==> config.mk <==
export PLATFORM = sky130hd
export DESIGN_NAME = seq_mult
export DESIGN_NICKNAME = d
export VERILOG_FILES = /design/src/rtl/seq_mult.sv
export SDC_FILE = /design/constraint.sdc
export NUM_CORES = 1
export LEC_CHECK = 0
export CAP_MARGIN = 20
export CORE_MARGIN = 2
export CORE_UTILIZATION = 49
export DETAILED_ROUTE_END_ITERATION = 8
export GPL_TIMING_DRIVEN = 0
export PLACE_DENSITY = 0.78
export SYNTH_ARGS = -nofsm -noshare
export SYNTH_HDL_FRONTEND = slang
export SYNTH_SLANG_ARGS = --single-unit
==> constraint.sdc <==
create_clock -name clk -period 2.7 [get_ports clk]
set_input_delay 0.405 -clock clk [delete_from_list [all_inputs] [get_ports clk]]
set_output_delay 0.405 -clock clk [all_outputs]
set_load 0.02 [all_outputs]
==> src/rtl/seq_mult.sv <==
// Sequential shift-and-add unsigned multiplier: one multiplier bit per clock,
// WIDTH iterations per product, registered product with a one-cycle done pulse.
module seq_mult #(
    parameter int WIDTH = 32
) (
    input  logic                 clk,
    input  logic                 rst,
    input  logic                 start,
    input  logic [WIDTH-1:0]     MR_in,
    input  logic [WIDTH-1:0]     MD_in,
    output logic                 busy,
    output logic                 done,
    output logic [2*WIDTH-1:0]   PP
);

    localparam int CW = $clog2(WIDTH + 1);

    typedef enum logic [1:0] {
        IDLE,
        RUN,
        DONE
    } state_t;

    state_t           state, state_nxt;
    logic [WIDTH:0]   a;
    logic [WIDTH-1:0] mr;
    logic [WIDTH-1:0] md;
    logic [CW-1:0]    cnt;

    logic [WIDTH:0]   sum;
    logic [WIDTH:0]   a_nxt;
    logic [WIDTH-1:0] mr_nxt;
    logic             capture;
    logic             last;

    // The accumulator is one bit wider than the operand so the add carry
    // survives until it is shifted down into A on the same edge.
    assign sum    = a + (mr[0] ? {1'b0, md} : {(WIDTH + 1){1'b0}});
    assign a_nxt  = {1'b0, sum[WIDTH:1]};
    assign mr_nxt = {sum[0], mr[WIDTH-1:1]};

    assign capture = (state == IDLE) && start;
    assign last    = (state == RUN) && (cnt == CW'(WIDTH - 1));

    // NOTE: sequential state uses non-blocking assignments so every register
    // samples pre-edge values, independent of statement order.
    always_ff @(posedge clk or negedge rst) begin
        if (!rst) begin
            state <= IDLE;
        end else begin
            state <= state_nxt;
        end
    end

    // NOTE: every signal written here gets a default first, so no path
    // through the case leaves it unassigned and no latch is inferred.
    always_comb begin
        state_nxt = state;
        busy      = 1'b0;
        done      = 1'b0;
        unique case (state)
            IDLE: begin
                if (start) state_nxt = RUN;
            end
            RUN: begin
                busy = 1'b1;
                if (last) state_nxt = DONE;
            end
            DONE: begin
                busy      = 1'b1;
                done      = 1'b1;
                state_nxt = IDLE;
            end
            default: state_nxt = IDLE;
        endcase
    end

    // NOTE: the datapath is a handful of flops, not a memory, so all of it,
    // including PP, is cleared by the asynchronous reset.
    always_ff @(posedge clk or negedge rst) begin
        if (!rst) begin
            a   <= '0;
            mr  <= '0;
            md  <= '0;
            cnt <= '0;
            PP  <= '0;
        end else if (capture) begin
            a   <= '0;
            mr  <= MR_in;
            md  <= MD_in;
            cnt <= '0;
        end else if (state == RUN) begin
            a   <= a_nxt;
            mr  <= mr_nxt;
            cnt <= cnt + 1'b1;
            if (last) PP <= {a_nxt[WIDTH-1:0], mr_nxt};
        end
    end

endmodule

==> impl_metrics.sql <==
INSERT INTO impl_metrics (metric_group, metric, value, unit) VALUES
('run_status', 'outcome', 'finished with violations', ''),
('run_status', 'failed_checks', 'setup timing', ''),
('place', 'place.port_buffers', '132', ''),
('setup_path', 'worstRegToRegCells', '11', ''),
('pwr', 'fin_total_pwr', '11.4', 'mW'),
('run', 'cap_viol_max_count', '0', ''),
('setup_path', 'crit_fanout', '6', ''),
('floorplanning', 'dieArea', '19100', 'sq um'),
('pwr', 'share_comb_of_total_power', '0.454', ''),
('synth', 'syn_area_per_cell', '8.86', 'sq um'),
('place', 'preCtsSetupSlack', '-711', 'ps'),
('cts', 'clockRootBuffer', 'sky130_fd_sc_hd__clkbuf_16', ''),
('setup_path', 'cp-start-kind', 'flop', ''),
('setup_path', 'worstReg2RegStart', 'mr[0]', ''),
('pwr', 'power.ir.vdd_worst', '595', 'uV'),
('floorplanning', 'core.rowCount', '49', ''),
('timing', 'tightest_slew', '792', 'ps'),
('timing', 'setup_viol', '33', ''),
('floorplanning', 'io_pins', '133', ''),
('timing', 'max-slew-margin-rel', '0.472', ''),
('timing', 'maximum_frequency_from_static_timing_analysis', '320', 'MHz'),
('timing', 'slew_violations', '0', ''),
('setup_path', 'path_class', 'flop to flop', ''),
('pwr', 'switching_share', '0.407', ''),
('global_route', 'pin_count_of_the_biggest_net_entering_global_routing', '119', ''),
('global_route', 'initial_antenna_violation_count', '0', ''),
('finish', 'post_route_cells_drive_above_1_share', '0.152', ''),
('floorplanning', 'die-width', '138', 'microns'),
('setup_path', 'endpoint', 'a[29]', ''),
('pwr', 'pwr-share-seq', '0.324', ''),
('synth', 'yosysWarningCount', '0', ''),
('routing', 'totalWireLength', '25400', 'microns'),
('global_route', 'overflow', '0', ''),
('global_route', 'grt.total_usage', '0.251', ''),
('finish', 'area.growth.synth_to_final', '36.8', '%'),
('finish', 'final_nets', '1283', ''),
('setup_path', 'r2r_slack', '-430', 'ps'),
('pwr', 'static-leakage-power', '5.58', 'nW'),
('floorplanning', 'start_util', '0.496', ''),
('floorplanning', 'core_area', '17800', 'sq um'),
('cts', 'tritoncts', 'done', ''),
('timing', 'final_hold_viol_count', '0', ''),
('min_path', 'worst_hold_path_class', 'input port to asynchronous set/reset pin', ''),
('synth', 'postSynthNetCount', '1103', ''),
('synth', 'synth_area_leaders', 'sky130_fd_sc_hd__dfrtp_1 (48%), sky130_fd_sc_hd__nand2_1 (13%), sky130_fd_sc_hd__mux2i_1 (5.8%), sky130_fd_sc_hd__ha_1 (5.2%), sky130_fd_sc_hd__o21ai_0 (3.4%)', ''),
('timing', 'ratio_of_final_minimum_period_to_clock_period', '1.16', ''),
('routing', 'drtAntennaViolNets', '0', ''),
('global_route', 'via_count_of_the_first_global_routing_pass', '7734', ''),
('cts', 'htree_levels', '4', ''),
('place', 'dp_wirelength', '15800', 'microns'),
('finish', 'num_antenna_cells', '0', ''),
('pwr', 'cellPowerDensity', '939', 'nW/um^2'),
('timing', 'clock-skew-final', '12.0', 'ps'),
('pwr', 'switching_pwr', '4.62', 'mW'),
('synth', 'mappedNetlistArea', '8850', 'sq um'),
('cts', 'max-clock-path-buffers', '2', ''),
('synth', 'synthDominantAreaCellType', 'sky130_fd_sc_hd__dfrtp_1', ''),
('routing', 'dr.pass1.iters', '5', ''),
('setup_path', 'critical_path_required', '2990', 'ps'),
('synth', 'post_synth_inst_count', '998', ''),
('finish', 'multi_input_comb_area', '5100', 'sq um'),
('setup_path', 'cp-end-kind', 'flop', ''),
('cts', 'clock-sinks', '168', ''),
('synth', 'synth_enable_flop_cells', '0', ''),
('place', 'place_congestion', '0.908', ''),
('global_route', 'grt_first_pass_wirelength', '39200', 'microns'),
('routing', 'routed_via_density', '5.61', ''),
('setup_path', 'r2r_end', 'a[29]', ''),
('cts', 'clk_pin_slew', '80', 'ps'),
('timing', 'final.setup.worst_slack', '-426', 'ps'),
('setup_path', 'worstPathArrival', '3410', 'ps');
[worst min path at each step]
stage / from / end
6_report: rst / mr[8]
5_1_grt: MD_in[6] / md[6]
4_1_cts: MD_in[6] / md[6]
3_5_place_dp: rst / PP[5]
3_3_place_gp: md[1] / md[1]
2_1_floorplan: rst / PP[0]
[cell families after synthesis]
| kind of cell | count (synthesis) | share of synthesized area |
|---|---|---|
| adders and majority gates | 38 | 0.0546 |
| muxes | 51 | 0.0577 |
| DFF | 168 | 0.475 |
| xor gates and xnor gates | 30 | 0.0297 |
| and+or+nand+nor | 471 | 0.231 |
| buffers and inverters | 66 | 0.0281 |
| AOI/OAI and AO/OA | 174 | 0.123 |
[routing by layer]
layer | GRT usage | up-vias | part of all wire
met2 | 0.387 | 304 | 0.48
met5 | 0 | - | 0
li1 | - | 3718 | -
met3 | 0.0457 | 62 | 0.058
met4 | 0.102 | 0 | 0.030
met1 | 0.352 | 3885 | 0.43
[critical path, cell delays in order, from the launching register on]
cell and delay [ps]:
sky130_fd_sc_hd__dfrtp_2 500, sky130_fd_sc_hd__and2_4 200, sky130_fd_sc_hd__ha_4 160, sky130_fd_sc_hd__fa_2 370
sky130_fd_sc_hd__a21oi_4 240, sky130_fd_sc_hd__o211a_1 240, sky130_fd_sc_hd__o221ai_2 130, sky130_fd_sc_hd__o21ai_2 190
sky130_fd_sc_hd__o21ai_2 90, sky130_fd_sc_hd__a221o_1 430, sky130_fd_sc_hd__a211oi_2 300, sky130_fd_sc_hd__a31oi_1 120
[cell type report]
cell class | instances | share of cell area
multi-input combinational | 764 | 0.421
sequential | 168 | 0.347
timing repair buffer | 170 | 0.137
clock buffer | 17 | 0.0351
tap | 229 | 0.0237
buffer | 50 | 0.0186
clock inverter | 15 | 0.0150
inverter | 7 | 0.00217
[flip-flops by register name (all words and copies together) (netlist names)]
signal	flops
md	32
mr	32
a	32
state	2
cnt	6
PP	64
[stage by stage]
step / hold WS [ps] / std cells / setup TNS [ps] / instance area, sq um / utilization
after floorplan: 109 / 998 / -277 / 8900 / -
after global placement: 453 / 1359 / -974770 / 10500 / 0.589
after detailed placement: 344 / 1360 / -17960 / 10500 / 0.591
after CTS: 475 / 1408 / -5280 / 11700 / 0.655
after global routing: 492 / 1420 / -11240 / 12100 / 0.679
final: 456 / 1420 / -7850 / 12100 / 0.679
[synthesized netlist by cell type (3+ instances only)]
library cell                 n
sky130_fd_sc_hd__clkbuf_1   50
sky130_fd_sc_hd__o21a_1      4
sky130_fd_sc_hd__a31o_2      3
sky130_fd_sc_hd__o21ai_1    15
sky130_fd_sc_hd__nor2b_1     3
sky130_fd_sc_hd__mux2i_1    51
sky130_fd_sc_hd__o21bai_1    5
sky130_fd_sc_hd__buf_1       8
sky130_fd_sc_hd__dfrtp_1   168
sky130_fd_sc_hd__a21oi_1    29
sky130_fd_sc_hd__nand2b_1    4
sky130_fd_sc_hd__nand4_1     9
sky130_fd_sc_hd__a31oi_1     9
sky130_fd_sc_hd__o31ai_1     3
sky130_fd_sc_hd__nand2_1   317
sky130_fd_sc_hd__ha_1       37
sky130_fd_sc_hd__xnor2_1    21
sky130_fd_sc_hd__or3_1       3
sky130_fd_sc_hd__a211oi_1   10
sky130_fd_sc_hd__and3_1      6
sky130_fd_sc_hd__a21o_1     16
sky130_fd_sc_hd__inv_1       7
sky130_fd_sc_hd__o21ai_0    60
sky130_fd_sc_hd__nor2_1     51
sky130_fd_sc_hd__nor3_1      9
sky130_fd_sc_hd__xor2_1      9
sky130_fd_sc_hd__nor3_2      3
sky130_fd_sc_hd__nand3_1    17
sky130_fd_sc_hd__and2_1     35
sky130_fd_sc_hd__o211ai_1    6
[power by group through the flow]
stage	registers (mW)	clock network, mW	logic, mW
finish	3.68	2.53	5.16
global route	3.76	2.63	5.59
CTS	3.64	2.55	4.51
detailed placement	3.66	0	3.95
global placement	3.64	0	3.86
floorplan	3.53	0	2.98
[repair_timing]
action / in CTS / in global routing
hold buffers: 1 / 0
gates resized for setup: 73 / 66
buffers inserted: 22 / 14
endpoints found under the hold margin: 50 / 0
gates cloned: 1 / 0
pin swaps: 33 / 40
endpoints found under the setup margin: 51 / 89
[cell usage in the layout, fill, tap and decap left out, types with 7 or more instances in the layout]
master,count
sky130_fd_sc_hd__a21o_1,16
sky130_fd_sc_hd__a21oi_1,20
sky130_fd_sc_hd__and2_1,27
sky130_fd_sc_hd__and2_4,9
sky130_fd_sc_hd__buf_1,7
sky130_fd_sc_hd__buf_4,33
sky130_fd_sc_hd__clkbuf_1,36
sky130_fd_sc_hd__clkbuf_16,17
sky130_fd_sc_hd__clkdlybuf4s50_1,131
sky130_fd_sc_hd__dfrtp_1,167
sky130_fd_sc_hd__ha_1,17
sky130_fd_sc_hd__ha_4,18
sky130_fd_sc_hd__inv_1,7
sky130_fd_sc_hd__mux2i_1,51
sky130_fd_sc_hd__nand2_1,314
sky130_fd_sc_hd__nand3_1,16
sky130_fd_sc_hd__nand4_1,9
sky130_fd_sc_hd__nor2_1,48
sky130_fd_sc_hd__o21ai_0,50
sky130_fd_sc_hd__o21ai_1,19
sky130_fd_sc_hd__xnor2_1,12
sky130_fd_sc_hd__xnor2_2,8
Note: power is estimated with default switching activity, not from simulation.
